==> config.mk <==
export PLATFORM = sky130hd
export DESIGN_NAME = q_target_expected_generator
export DESIGN_NICKNAME = d
export VERILOG_FILES = /design/src/rtl/dqn_pkg.sv /design/src/rtl/fixed_mul_add_sat.sv /design/src/rtl/q_target_expected_generator.sv
export SDC_FILE = /design/constraint.sdc
export NUM_CORES = 2
export LEC_CHECK = 0
export BUFFER_PORTS_ARGS = -buffer_cell sky130_fd_sc_hd__buf_2
export CAP_MARGIN = 20
export CORE_ASPECT_RATIO = 0.6
export CORE_MARGIN = 3
export CORE_UTILIZATION = 45
export CTS_CLUSTER_DIAMETER = 50
export DETAILED_ROUTE_END_ITERATION = 10
export PLACE_DENSITY = 0.6
export SYNTH_ARGS = -nofsm -noshare
export SYNTH_HDL_FRONTEND = slang
export SYNTH_HIERARCHICAL = 1
export SYNTH_SLANG_ARGS = --single-unit
export TNS_END_PERCENT = 10
==> constraint.sdc <==
create_clock -name clk -period 21.3 [get_ports clk]
set_input_delay 4.26 -clock clk [delete_from_list [all_inputs] [get_ports clk]]
set_output_delay 4.26 -clock clk [all_outputs]
set_load 0.1 [all_outputs]
==> src/rtl/dqn_pkg.sv <==
// Shared DQN fixed-point types: FSM state encoding, Q16.16 limits and saturation.
package dqn_pkg;

  typedef enum logic [2:0] {IDLE, READ_TGT, CALC, WRITE, DONE} state_t;

  localparam int FRAC_BITS_DEFAULT = 16;
  localparam int FIX_W             = 32;

  localparam logic [FIX_W-1:0] MAX_FIX = 32'h7FFF_FFFF;
  localparam logic [FIX_W-1:0] MIN_FIX = 32'h8000_0000;

  // In range when every bit from the sign of the narrow result upward agrees.
  function automatic logic [FIX_W-1:0] saturate(input logic [2*FIX_W:0] v);
    logic [FIX_W+1:0] top;
    top = v[2*FIX_W:FIX_W-1];
    if (top == {(FIX_W+2){1'b0}} || top == {(FIX_W+2){1'b1}}) begin
      return v[FIX_W-1:0];
    end
    return v[2*FIX_W] ? MIN_FIX : MAX_FIX;
  endfunction

endpackage

==> src/rtl/fixed_mul_add_sat.sv <==
// Combinational y = sat((a*b >>> FRAC_BITS) + c); the shift floors toward -inf.
module fixed_mul_add_sat #(
  parameter int DATA_WIDTH = 32,
  parameter int FRAC_BITS  = 16
) (
  input  logic [DATA_WIDTH-1:0] i_a,
  input  logic [DATA_WIDTH-1:0] i_b,
  input  logic [DATA_WIDTH-1:0] i_c,
  output logic [DATA_WIDTH-1:0] o_y
);
  import dqn_pkg::*;

  logic signed [2*DATA_WIDTH-1:0] prod;
  logic signed [2*DATA_WIDTH-1:0] shifted;
  logic signed [2*DATA_WIDTH:0]   sum;

  always_comb begin
    prod    = $signed(i_a) * $signed(i_b);
    shifted = prod >>> FRAC_BITS;
    sum     = (2*DATA_WIDTH+1)'(shifted) + (2*DATA_WIDTH+1)'($signed(i_c));
    o_y     = saturate(sum);
  end

endmodule

==> src/rtl/q_target_expected_generator.sv <==
// DQN target builder: max over target-net Q, y = r + gamma*max (or r if terminal),
// then copies main-net outputs to the expected RAM with y at the taken action.
module q_target_expected_generator #(
  parameter int DATA_WIDTH            = 32,
  parameter int FRAC_BITS             = 16,
  parameter int ADDRESS_WIDTH         = 11,
  parameter int NUMBER_OF_OUTPUT_NODE = 3,
  parameter int TARGET_BASE           = 0,
  parameter int MAIN_BASE             = 0,
  parameter int EXPECTED_BASE         = 0
) (
  input  logic                     clk,
  input  logic                     rst_n,
  input  logic                     i_valid,
  input  logic [DATA_WIDTH-1:0]    i_reward,
  input  logic [DATA_WIDTH-1:0]    i_gamma,
  input  logic                     i_done,
  input  logic [7:0]               i_action,
  output logic [ADDRESS_WIDTH-1:0] o_tgt_rd_addr,
  input  logic [DATA_WIDTH-1:0]    i_tgt_rd_data,
  output logic [ADDRESS_WIDTH-1:0] o_main_rd_addr,
  input  logic [DATA_WIDTH-1:0]    i_main_rd_data,
  output logic                     o_exp_wr_en,
  output logic [ADDRESS_WIDTH-1:0] o_exp_wr_addr,
  output logic [DATA_WIDTH-1:0]    o_exp_wr_data,
  output logic                     o_action_err,
  output logic                     o_valid
);
  import dqn_pkg::*;

  localparam int N  = NUMBER_OF_OUTPUT_NODE;
  localparam int CW = $clog2(N + 1);

  state_t                  state_q, state_d;
  logic [CW-1:0]           cnt_q, cnt_d;
  logic [DATA_WIDTH-1:0]   reward_q, reward_d;
  logic [DATA_WIDTH-1:0]   gamma_q, gamma_d;
  logic                    done_q, done_d;
  logic [7:0]              action_q, action_d;
  logic [DATA_WIDTH-1:0]   max_q, max_d;
  logic [DATA_WIDTH-1:0]   y_q, y_d;
  logic                    err_q, err_d;
  logic [ADDRESS_WIDTH-1:0] tgt_addr_q, tgt_addr_d;
  logic [ADDRESS_WIDTH-1:0] main_addr_q, main_addr_d;

  logic [DATA_WIDTH-1:0]   mac_y;
  logic                    last_cnt;
  logic                    wr_act;
  logic [7:0]              wr_idx;

  fixed_mul_add_sat #(
    .DATA_WIDTH (DATA_WIDTH),
    .FRAC_BITS  (FRAC_BITS)
  ) u_mac (
    .i_a (gamma_q),
    .i_b (max_q),
    .i_c (reward_q),
    .o_y (mac_y)
  );

  assign last_cnt = (cnt_q == CW'(N));

  always_comb begin
    state_d     = state_q;
    cnt_d       = cnt_q;
    reward_d    = reward_q;
    gamma_d     = gamma_q;
    done_d      = done_q;
    action_d    = action_q;
    max_d       = max_q;
    y_d         = y_q;
    err_d       = err_q;
    tgt_addr_d  = tgt_addr_q;
    main_addr_d = main_addr_q;

    case (state_q)
      IDLE: begin
        if (i_valid) begin
          reward_d   = i_reward;
          gamma_d    = i_gamma;
          done_d     = i_done;
          action_d   = i_action;
          err_d      = 1'b0;
          cnt_d      = '0;
          tgt_addr_d = ADDRESS_WIDTH'(TARGET_BASE);
          state_d    = READ_TGT;
        end
      end
      READ_TGT: begin
        // Data for address cnt-1 arrives while cnt is shown; first sample seeds the max.
        if (cnt_q != '0) begin
          if (cnt_q == CW'(1) || $signed(i_tgt_rd_data) > $signed(max_q)) begin
            max_d = i_tgt_rd_data;
          end
        end
        if (cnt_q < CW'(N - 1)) begin
          tgt_addr_d = tgt_addr_q + ADDRESS_WIDTH'(1);
        end
        if (last_cnt) begin
          cnt_d   = '0;
          state_d = CALC;
        end else begin
          cnt_d = cnt_q + CW'(1);
        end
      end
      CALC: begin
        y_d         = done_q ? reward_q : mac_y;
        err_d       = (action_q >= 8'(N));
        main_addr_d = ADDRESS_WIDTH'(MAIN_BASE);
        state_d     = WRITE;
      end
      WRITE: begin
        if (cnt_q < CW'(N - 1)) begin
          main_addr_d = main_addr_q + ADDRESS_WIDTH'(1);
        end
        if (last_cnt) begin
          cnt_d   = '0;
          state_d = DONE;
        end else begin
          cnt_d = cnt_q + CW'(1);
        end
      end
      DONE: begin
        state_d = IDLE;
      end
      default: begin
        state_d = IDLE;
      end
    endcase
  end

  always_ff @(posedge clk or negedge rst_n) begin
    if (!rst_n) begin
      state_q     <= IDLE;
      cnt_q       <= '0;
      reward_q    <= '0;
      gamma_q     <= '0;
      done_q      <= 1'b0;
      action_q    <= '0;
      max_q       <= '0;
      y_q         <= '0;
      err_q       <= 1'b0;
      tgt_addr_q  <= '0;
      main_addr_q <= '0;
    end else begin
      state_q     <= state_d;
      cnt_q       <= cnt_d;
      reward_q    <= reward_d;
      gamma_q     <= gamma_d;
      done_q      <= done_d;
      action_q    <= action_d;
      max_q       <= max_d;
      y_q         <= y_d;
      err_q       <= err_d;
      tgt_addr_q  <= tgt_addr_d;
      main_addr_q <= main_addr_d;
    end
  end

  // Writes trail the main reads by one cycle, so node index is cnt-1.
  always_comb begin
    wr_act        = (state_q == WRITE) && (cnt_q != '0);
    wr_idx        = 8'(cnt_q) - 8'd1;
    o_exp_wr_en   = wr_act;
    o_exp_wr_addr = '0;
    o_exp_wr_data = '0;
    if (wr_act) begin
      o_exp_wr_addr = ADDRESS_WIDTH'(EXPECTED_BASE) + ADDRESS_WIDTH'(wr_idx);
      o_exp_wr_data = (wr_idx == action_q) ? y_q : i_main_rd_data;
    end
  end

  assign o_tgt_rd_addr  = tgt_addr_q;
  assign o_main_rd_addr = main_addr_q;
  assign o_action_err   = err_q;
  assign o_valid        = (state_q == DONE);

endmodule

==> metrics.md <==
| Metric | Value |
|---|---|
| DRC | `0` |
| Worst skew pair latency | `0.53 ns` |
| Area leader, netlist | `fa_1` |
| Post-CTS Resized | `0` |
| GPL Wtd Cong | `0.943` |
| Ant. Diodes | `0` |
| Unrepaired setup endpoints after global routing | `no` |
| CTS sink count | `165` |
| Worst path most repeated cell | `fa_1` |
| Clock Skew | `0.0300 ns` |
| Final setup fails | `0` |
| CTS Buf Count | `17` |
| Wire length on met2 | `58000 um` |
| CP bufs+invs | `5` |
| Most frequent cells in the layout | `fa_1, inv_1, nand2_1` |
| Post-detailed-route wirelength per cell | `20.7 um` |
| Ys flop type | `dfrtp_1` |
| Starting Density | `45.5%` |
| Layout cells sized above 1 | `7.73%` |
| Worst r2r path cells | `38` |
| Postcts setup bufs | `0` |
| Min-Delay Path Class | `flip-flop to flip-flop` |
| Clock buffer depth | `2` |
| Vias per cell | `5.25` |
| Antenna viol nets, final | `0` |
| Hold path depth | `2` |
| Top Ports | `208` |
| Crit. End Element | `flip-flop` |
| Core Box Area | `103000 um2` |
| I/O Buffers | `198` |
| Wire length on met3 | `9200 um` |
| Hold_buf cts | `0` |
| Worst-path fanout max | `33` |
| WL final | `135000 um` |
| Max Cap Violations | `0` |
| CTS clk-pin slew, worst paths | `0.08 ns` |
| CP startpoint kind | `flip-flop` |
| Hpwl dp | `107000 um` |
| FMAX | `0.0771 GHz` |
| Critical Path Stages | `38` |
| CTS tree | `yes` |
| Final #Nets | `6573` |
| Root Buffer | `clkbuf_16` |
| Post-synthesis cell area | `46900 um2` |
| Die area | `108000 um2` |
| Fin. Hold Viols | `0` |
| Vias in the first global route | `35800` |
| Row cnt | `91` |
| Grt total ovfl | `0` |
| DR iter-0 viols | `2548` |
| WP data arrival | `13.39 ns` |
| First-pass GRT wire length | `216000 um` |
| Drt first pass iters | `5` |
| Sequential cell area fraction in the yosys report | `8.80%` |
| Critical Path Max Stage Delay | `0.95 ns` |
| Via count | `34100` |
| DR top layer | `met4` |
| Post-synthesis sequential element count | `165` |
| Final Max Slew Viols | `0` |
| Ys async rst share | `100%` |
| Post-synth EDFFs | `0` |
| Post-synthesis cell count | `5051` |
| Period utilization | `60.9%` |
| CP required | `21.71 ns` |
| Setup TNS | `0 ns` |
| Most common cell after layout, fill and taps aside | `fa_1` |
| Die Span X | `423 um` |
| Largest net degree at the start of global routing | `71` |
| Crit path time final | `12.97 ns` |
| Die extent in y | `256 um` |
| Status | `finished clean` |
| Worst Tran Pin Value | `1.14 ns` |
| Rel. slew slack | `22.9%` |
| Met1 WL | `65500 um` |
| Avg Cell Area, Syn | `9.29 um2` |
| Crit path kind | `flip-flop to flip-flop` |
| Share of the synthesized area in the top cell type | `46.2%` |
| Initial antenna violation count | `1` |
| Area Growth Syn to Fin | `5.99%` |
| Largest cells by area after synthesis | `fa_1, dfrtp_1, inv_1, ha_1, nand2_1` |
| Synth cell types | `102` |
| Top delay family on crit path | `adder cells` |
| GRT Overall Usage | `25.7%` |
| Ys Warns | `6` |
| CP max stage cell | `o311ai_0` |
| Number of H-tree levels | `4` |
==> synthesized netlist by cell type, types with 30 or more instances <==
cell type / number
and2_1: 471
nand3_1: 39
nand2_1: 852
inv_1: 991
a21o_1: 42
xnor2_1: 59
ha_1: 266
mux2i_1: 99
o21ai_0: 85
dfrtp_1: 165
xor2_1: 51
mux2_4: 30
nor2_1: 129
fa_1: 1082
a21oi_1: 126
clkbuf_1: 227
==> kinds of logic (layout without fill, tap and decap cells) <==
group / count (synthesis) / in the layout / synth area share, %
and+or+nand+nor: 1650 / 1650 / 16.8
adders and majority gates: 1348 / 1348 / 53.2
buffers and inverters: 1257 / 1296 / 10.5
AOI/OAI and AO/OA: 388 / 388 / 5.40
DFF: 165 / 165 / 8.80
muxes: 132 / 132 / 3.14
xor gates and xnor gates: 110 / 110 / 2.05
other: 1 / 9 / 0.00799
==> registers in the layout, indices dropped and copies added (netlist names) <==
name / flops
y_q: 32
action_q: 8
max_q: 32
o_tgt_rd_addr: 11
o_main_rd_addr: 11
reward_q: 32
done_q: 1
gamma_q: 32
o_action_err: 1
state_q: 3
cnt_q: 2
==> per-stage QoR <==
step | hold WS, ns | util (%) | instance area (um2) | instances | worst slack (ns)
after global routing | 0.500 | 48.3 | 49700 | 6493 | 7.72
after detailed placement | 0.464 | 47.6 | 49100 | 6458 | 8.05
after CTS | 0.483 | 48.2 | 49700 | 6490 | 8.00
after floorplan | 0.449 | - | 47000 | 5059 | 9.96
after global placement | 0.463 | 47.6 | 49100 | 6458 | 8.34
final | 0.481 | 48.3 | 49700 | 6493 | 8.33
==> worst min-delay path, cell delays in order (launching register included) <==
cell and delay [ns]:
dfrtp_1 0.34, nand2_1 0.05, nand2_1 0.06
==> worst paths after layout <==
path / from / endpoint / slack, ns
setup / recovery: gamma_q[13] / y_q[6] / 8.33
hold / removal: gamma_q[1] / gamma_q[1] / 0.48
setup reg to reg: gamma_q[13] / y_q[6] / 8.33
hold reg to reg: gamma_q[1] / gamma_q[1] / 0.48
max in group asynchronous: rst_n / done_q / 15.57
min in group asynchronous: rst_n / gamma_q[3] / 3.72
==> metal layers <==
layer / GRT usage [%] / vias up
li1: - / 15200
met4: 4.46 / 0
met3: 4.20 / 105
met1: 40.2 / 17800
met2: 37.8 / 1094
met5: 0 / -
==> layout make-up <==
type | count | area [um2]
clock buffers | 17 | 425
clock inverters | 15 | 211
fillers | 9853 | 53300
inverters | 992 | 3720
multi-input cells | 3637 | 37900
flip-flops and latches | 165 | 4130
well taps | 1395 | 1750
repair buffers | 272 | 1590
Power is not shown: default switching activity piles up to over one toggle a cycle in this logic, so the estimate is an artifact.
